==> src/rtl/rc4_prga_engine.sv <==
// rc4_prga_engine: RC4 PRGA/decrypt engine driving S-box RAM, encrypted ROM and decrypted RAM.
// Optional PLAINTEXT_CHECK_EN aborts on the first byte outside 'a'..'z' or space (key-search early abort).
module rc4_prga_engine #(
    parameter int DATA_W  = 8,
    parameter int MSG_LEN = 32,
    parameter int RD_LAT  = 2,
    parameter int MSG_AW  = 5
) (
    input  logic              clk,
    input  logic              reset_n,
    input  logic              start_i,
    output logic              busy_o,
    output logic              done_o,
    output logic [DATA_W-1:0] s_addr_o,
    output logic [DATA_W-1:0] s_wdata_o,
    output logic              s_wen_o,
    input  logic [DATA_W-1:0] s_rdata_i,
    output logic [MSG_AW-1:0] enc_addr_o,
    input  logic [DATA_W-1:0] enc_rdata_i,
    output logic [MSG_AW-1:0] dec_addr_o,
    output logic [DATA_W-1:0] dec_wdata_o,
    output logic              dec_wen_o,
    output logic              valid_o
);
    localparam int CW = $clog2(RD_LAT + 1);

    typedef enum logic [3:0] {IDLE, INC_I, RD_SI, RD_SJ, WR_SI, WR_SJ, RD_F, RD_ENC, WR_DEC, DONE} state_t;

    state_t            state_q, state_d;
    logic [CW-1:0]     cnt_q, cnt_d;
    logic [DATA_W-1:0] i_q, i_d, j_q, j_d, si_q, si_d, sj_q, sj_d, f_q, f_d;
    logic [MSG_AW-1:0] k_q, k_d, enc_addr_q, enc_addr_d, dec_addr_q, dec_addr_d;
    logic [DATA_W-1:0] s_addr_q, s_addr_d, s_wdata_q, s_wdata_d, dec_wdata_q, dec_wdata_d;
    logic              busy_q, busy_d, done_q, done_d, valid_q, valid_d;
    logic              s_wen_q, s_wen_d, dec_wen_q, dec_wen_d;
    logic              ok, hit, hit1;

    always_comb begin
`ifdef PLAINTEXT_CHECK_EN
        ok = (dec_wdata_q >= DATA_W'(8'h61) && dec_wdata_q <= DATA_W'(8'h7A)) || dec_wdata_q == DATA_W'(8'h20);
`else
        ok = 1'b1;
`endif
        // RD_SJ and RD_F spend their first cycle forming the address, so they sample one cycle later
        hit  = cnt_q == CW'(RD_LAT - 1);
        hit1 = cnt_q == CW'(RD_LAT);
        state_d     = state_q;
        i_d         = i_q;
        j_d         = j_q;
        k_d         = k_q;
        si_d        = si_q;
        sj_d        = sj_q;
        f_d         = f_q;
        s_addr_d    = s_addr_q;
        s_wdata_d   = s_wdata_q;
        s_wen_d     = 1'b0;
        enc_addr_d  = enc_addr_q;
        dec_addr_d  = dec_addr_q;
        dec_wdata_d = dec_wdata_q;
        dec_wen_d   = 1'b0;
        busy_d      = busy_q;
        done_d      = 1'b0;
        valid_d     = valid_q;
        case (state_q)
            IDLE: if (start_i) begin
                i_d     = '0;
                j_d     = '0;
                k_d     = '0;
                valid_d = 1'b0;
                busy_d  = 1'b1;
                state_d = INC_I;
            end
            INC_I: begin
                i_d      = i_q + 1'b1;
                s_addr_d = i_q + 1'b1;
                state_d  = RD_SI;
            end
            RD_SI: if (hit) begin
                si_d    = s_rdata_i;
                state_d = RD_SJ;
            end
            RD_SJ: begin
                if (cnt_q == '0) begin
                    j_d      = j_q + si_q;
                    s_addr_d = j_q + si_q;
                end
                if (hit1) begin
                    sj_d      = s_rdata_i;
                    s_addr_d  = i_q;
                    s_wdata_d = s_rdata_i;
                    s_wen_d   = 1'b1;
                    state_d   = WR_SI;
                end
            end
            WR_SI: begin
                s_addr_d  = j_q;
                s_wdata_d = si_q;
                s_wen_d   = 1'b1;
                state_d   = WR_SJ;
            end
            WR_SJ: state_d = RD_F;
            RD_F: begin
                if (cnt_q == '0) s_addr_d = si_q + sj_q;
                if (hit1) begin
                    f_d        = s_rdata_i;
                    enc_addr_d = k_q;
                    state_d    = RD_ENC;
                end
            end
            RD_ENC: if (hit) begin
                dec_addr_d  = k_q;
                dec_wdata_d = f_q ^ enc_rdata_i;
                dec_wen_d   = 1'b1;
                state_d     = WR_DEC;
            end
            WR_DEC: if (k_q == MSG_AW'(MSG_LEN - 1) || !ok) begin
                busy_d  = 1'b0;
                done_d  = 1'b1;
                valid_d = ok;
                state_d = DONE;
            end else begin
                k_d     = k_q + 1'b1;
                state_d = INC_I;
            end
            DONE: state_d = IDLE;
            default: state_d = IDLE;
        endcase
        cnt_d = (state_d != state_q) ? '0 : cnt_q + 1'b1;
    end

    always_ff @(posedge clk) begin
        if (!reset_n) begin
            state_q     <= IDLE;
            cnt_q       <= '0;
            i_q         <= '0;
            j_q         <= '0;
            k_q         <= '0;
            si_q        <= '0;
            sj_q        <= '0;
            f_q         <= '0;
            s_addr_q    <= '0;
            s_wdata_q   <= '0;
            s_wen_q     <= 1'b0;
            enc_addr_q  <= '0;
            dec_addr_q  <= '0;
            dec_wdata_q <= '0;
            dec_wen_q   <= 1'b0;
            busy_q      <= 1'b0;
            done_q      <= 1'b0;
            valid_q     <= 1'b0;
        end else begin
            state_q     <= state_d;
            cnt_q       <= cnt_d;
            i_q         <= i_d;
            j_q         <= j_d;
            k_q         <= k_d;
            si_q        <= si_d;
            sj_q        <= sj_d;
            f_q         <= f_d;
            s_addr_q    <= s_addr_d;
            s_wdata_q   <= s_wdata_d;
            s_wen_q     <= s_wen_d;
            enc_addr_q  <= enc_addr_d;
            dec_addr_q  <= dec_addr_d;
            dec_wdata_q <= dec_wdata_d;
            dec_wen_q   <= dec_wen_d;
            busy_q      <= busy_d;
            done_q      <= done_d;
            valid_q     <= valid_d;
        end
    end

    assign busy_o      = busy_q;
    assign done_o      = done_q;
    assign valid_o     = valid_q;
    assign s_addr_o    = s_addr_q;
    assign s_wdata_o   = s_wdata_q;
    assign s_wen_o     = s_wen_q;
    assign enc_addr_o  = enc_addr_q;
    assign dec_addr_o  = dec_addr_q;
    assign dec_wdata_o = dec_wdata_q;
    assign dec_wen_o   = dec_wen_q;
endmodule

==> config.mk <==
export PLATFORM = sky130hd
export DESIGN_NAME = rc4_prga_engine
export DESIGN_NICKNAME = d
export VERILOG_FILES = /design/src/rtl/rc4_prga_engine.sv
export SDC_FILE = /design/constraint.sdc
export NUM_CORES = 1
export LEC_CHECK = 0
export BUFFER_PORTS_ARGS = -buffer_cell sky130_fd_sc_hd__buf_2
export CORE_AREA = 2 2 111 113
export CTS_CLUSTER_DIAMETER = 60
export DETAILED_ROUTE_END_ITERATION = 6
export DIE_AREA = 0 0 113 115
export REMOVE_ABC_BUFFERS = 1
export SLEW_MARGIN = 40
export SYNTH_ARGS = -nofsm -noshare
export SYNTH_HDL_FRONTEND = slang
export SYNTH_SLANG_ARGS = --single-unit
export TNS_END_PERCENT = 20
==> constraint.sdc <==
create_clock -name clk -period 3.05 [get_ports clk]
set_input_delay 0.4575 -clock clk [delete_from_list [all_inputs] [get_ports clk]]
set_output_delay 0.4575 -clock clk [all_outputs]
set_load 0.01 [all_outputs]
==> results.md <==
* Worst setup margin at 0.750 ns
* YS warnings at 0
* Dpl ws at 0.782 ns
* Fmax achieved at 435 MHz
* Data required time of the worst path at 3.28 ns
* Worst VDD drop at 234 uV
* End of the critical path: i_q[7]$_SDFFE_PN0P_
* Worst Setup End Kind: register
* I/O Buffers at 57
* Nets at 629
* Leakage at 2.33 nW
* Initial antenna violation count at 0
* Global Route Usage Sum at 0.182
* Buffers & Inverters on Critical Path at 0
* PD cells at 494 nW/um2
* Area grow syn2layout at 14.6%
* Synthesized area per cell at 8.51 um2
* Skew final at 0.00873 ns
* N_diodes at 0
* Via/cell ratio at 5.42
* Post-CTS Setup Bufs at 0
* Crit path depth at 6
* Crit path kind: register to register
* CTS tree: built
* Multi-input gate area at 2660 um2
* DP Wirelength at 8290 um
* Die height at 115 um
* Max-slew violation count at 0
* CP Cell Sequence: nor2_2 > nand3b_1 > nand2_1 > o21ai_0 > a22oi_1 > nor2b_1
* Global-route wire length before repair at 18900 um
* Filler cells at 1168
* Worst-Margin Slew at 0.680 ns
* Final Routed Wirelength at 11400 um
* Failing checks: design-rule violations
* Final GP Congestion at 0.809
* Mapped cell area at 4630 um2
* Final cycle utilization of the critical path at 0.754
* Register area share after synthesis at 0.389
* Clock Tree Buf Depth at 2
* Rows at 40
* CP peak stage delay at 0.51 ns
* Routed wire per std cell at 15.4 um
* Delay-heaviest family, CP: simple AND/OR/NAND/NOR gates
* RR Endpoint: i_q[7]$_SDFFE_PN0P_
* Antenna Nets Post-Route at 0
* Cell count after synthesis at 544
* FF+latch area at 1800 um2
* Post-synth cell types at 60
* Final setup vio count at 0
* PostCTS Resize Cnt at 0
* Final TNS setup at 0 ns
* Slowest CP cell: dfxtp_1
* Total congestion overflow at 0
* Root Driver: clkbuf_16
* Depth of the most critical reg-to-reg path at 6
* Hold Buf Count CTS at 0
* CP arrival at 2.53 ns
* Largest net degree at the start of global routing at 23
* IO Pins at 58
* Residual DRC at 1
* CTS clk-pin slew, worst paths at 0.07 ns
* Drt first pass iters at 7
* Die area at 13000 um2
* Clock Latency Late Sink at 0.35 ns
* R2R Setup Slk at 0.75 ns
* Iter 0 DRT Violations at 193
* Worst slew margin at 0.544
* RSZ-0062 raised after global routing: no
* R2R Path Start: state_q[3]$_SDFF_PN0_
* Core Area at 11800 um2
* Tmin final at 2.30 ns
* CP Launch Point: state_q[3]$_SDFF_PN0_
* FFs w/ async S/R, synth at 0
* Setup crit start kind: register
* Routed via count at 4012
* Max cap viols at 0
* Worst Hold Class: input port to register
* Worst Path Max Fanout at 18
* Status: finished with violations
* Clk sink count at 90
* Post-synth EDFFs at 0
* Post-synth top flop: dfxtp_1
* Hold slack final at 0.381 ns
* Starting density of the core at 0.392
* Hold Fails Final Rpt at 0
* Layout cells sized above 1 at 0.153
* Vias in the first global route at 3873
* Flops & latches, synth at 90
* Num CTS Buffers at 9
* Die span in x at 113 um
* H-tree levels at 3
where the power goes:
group	switching (mW)	total, mW	internal (mW)
registers	0.0351	1.23	1.20
logic	0.151	0.253	0.103
clock network	0.478	1.14	0.664
sequential cells by signal, summed over array words and instances (netlist names), 5 cells and up:
name and count:
dec_addr_o 5, k_q 5, sj_q 8, i_q 8, dec_wdata_o 8, f_q 8
s_addr_o 8, si_q 8, enc_addr_o 5, s_wdata_o 8, j_q 8
layout make-up:
| cell class | instances | area share |
|---|---|---|
| timing repair buffer | 64 | 0.0636 |
| clock buffer | 11 | 0.0457 |
| sequential | 90 | 0.339 |
| clock inverter | 5 | 0.0115 |
| inverter | 7 | 0.00495 |
| tap | 147 | 0.0346 |
| multi-input combinational | 416 | 0.500 |
tightest hold or removal path, cell delays in order:
cell and delay [ns]:
buf_2 0.12, nand2_1 0.05, a21oi_1 0.05
synthesized netlist by cell type (all sizes together), types with 2 or more instances:
cell type	instances	area, um2
xor2	12	105
a32o	2	20.0
mux2i	14	140
clkbuf	19	72.6
buf	12	75.1
o21bai	2	15.0
a22oi	16	120
nand2	102	383
o22ai	2	12.5
a2111oi	2	17.5
and2	6	40.0
nor2	41	164
nand2b	6	45.0
nor3b	4	41.3
o211a	7	70.1
nand3b	2	15.0
fa	2	40.0
xnor2	16	140
a221oi	5	43.8
o21a	4	30.0
a21boi	13	97.6
o21ai	18	90.1
nor3	11	65.1
nor2b	12	75.1
a21o	8	60.1
nand3	12	60.1
inv	7	26.3
a31oi	10	62.6
a41o	2	20.0
nand4	2	12.5
dfxtp	90	1800
a21oi	31	155
ha	20	250
or3	4	25.0
a211oi	3	22.5
and3	10	62.6
nor4b	2	30.0
worst min path at each step:
| stage | depth (start not counted) | slack, ns | endpoint | from |
|---|---|---|---|---|
| after floorplan | 1 | 0.43 | cnt_q[0]$_SDFF_PP0_ | cnt_q[0]$_SDFF_PP0_ |
| after global placement | 2 | 0.44 | enc_addr_o[0]$_SDFFE_PN0P_ | enc_addr_o[0]$_SDFFE_PN0P_ |
| after detailed placement | 1 | 0.45 | cnt_q[0]$_SDFF_PP0_ | cnt_q[0]$_SDFF_PP0_ |
| after CTS | 3 | 0.37 | f_q[7]$_SDFFE_PN0P_ | s_rdata_i[7] |
| after global routing | 3 | 0.38 | f_q[2]$_SDFFE_PN0P_ | s_rdata_i[2] |
| final | 3 | 0.38 | f_q[7]$_SDFFE_PN0P_ | s_rdata_i[7] |
per-stage QoR:
| step | utilization | area (um2) | total power [mW] | cells |
|---|---|---|---|---|
| floorplan | - | 4480 | 1.42 | 513 |
| global placement | 0.424 | 5010 | 1.51 | 724 |
| detailed placement | 0.424 | 5010 | 1.51 | 724 |
| CTS | 0.450 | 5310 | 2.65 | 740 |
| global route | 0.450 | 5310 | 2.72 | 740 |
| finish | 0.450 | 5310 | 2.63 | 740 |
logic make-up (layout without fill, tap and decap cells):
logic type,Yosys count,count (layout),share of synthesized area
AO/OA/AOI/OAI,131,131,0.192
AND/OR/NAND/NOR,219,219,0.228
multiplexers,15,15,0.0327
buffers and inverters,38,87,0.0375
XOR/XNOR,29,29,0.0578
flip-flops,90,90,0.389
adder cells (fa/ha/maj),22,22,0.0627
placed cells by master (no fill, tap or decap), types with 3 or more instances in the layout:
cell type / Yosys / layout
xnor2_1: 16 / 16
a211oi_1: 3 / 3
or3_1: 4 / 4
a22oi_1: 16 / 16
xor2_1: 12 / 12
nor3_1: 9 / 9
o21a_1: 4 / 4
a21oi_1: 31 / 31
nand2b_1: 5 / 5
nor2_1: 39 / 39
clkbuf_16: 0 / 9
nand3_1: 12 / 12
a21o_1: 8 / 8
and2_1: 5 / 5
nand2_1: 102 / 102
a221oi_1: 5 / 5
o211a_1: 7 / 7
buf_4: 1 / 7
inv_1: 7 / 7
dfxtp_1: 90 / 90
a21boi_0: 11 / 11
mux2i_1: 14 / 14
ha_1: 20 / 20
buf_2: 9 / 57
a31oi_1: 10 / 10
o21ai_0: 18 / 18
nor2b_1: 12 / 12
and3_1: 10 / 10
nor3b_1: 3 / 3
layer usage:
layer | track usage | vias up | part of all wire
met5 | 0 | - | 0
met1 | 0.232 | 1909 | 0.45
li1 | - | 1995 | -
met2 | 0.302 | 89 | 0.47
met3 | 0.0374 | 19 | 0.049
met4 | 0.0724 | 0 | 0.023
No activity file was read; power rests on OpenSTA's default activity.
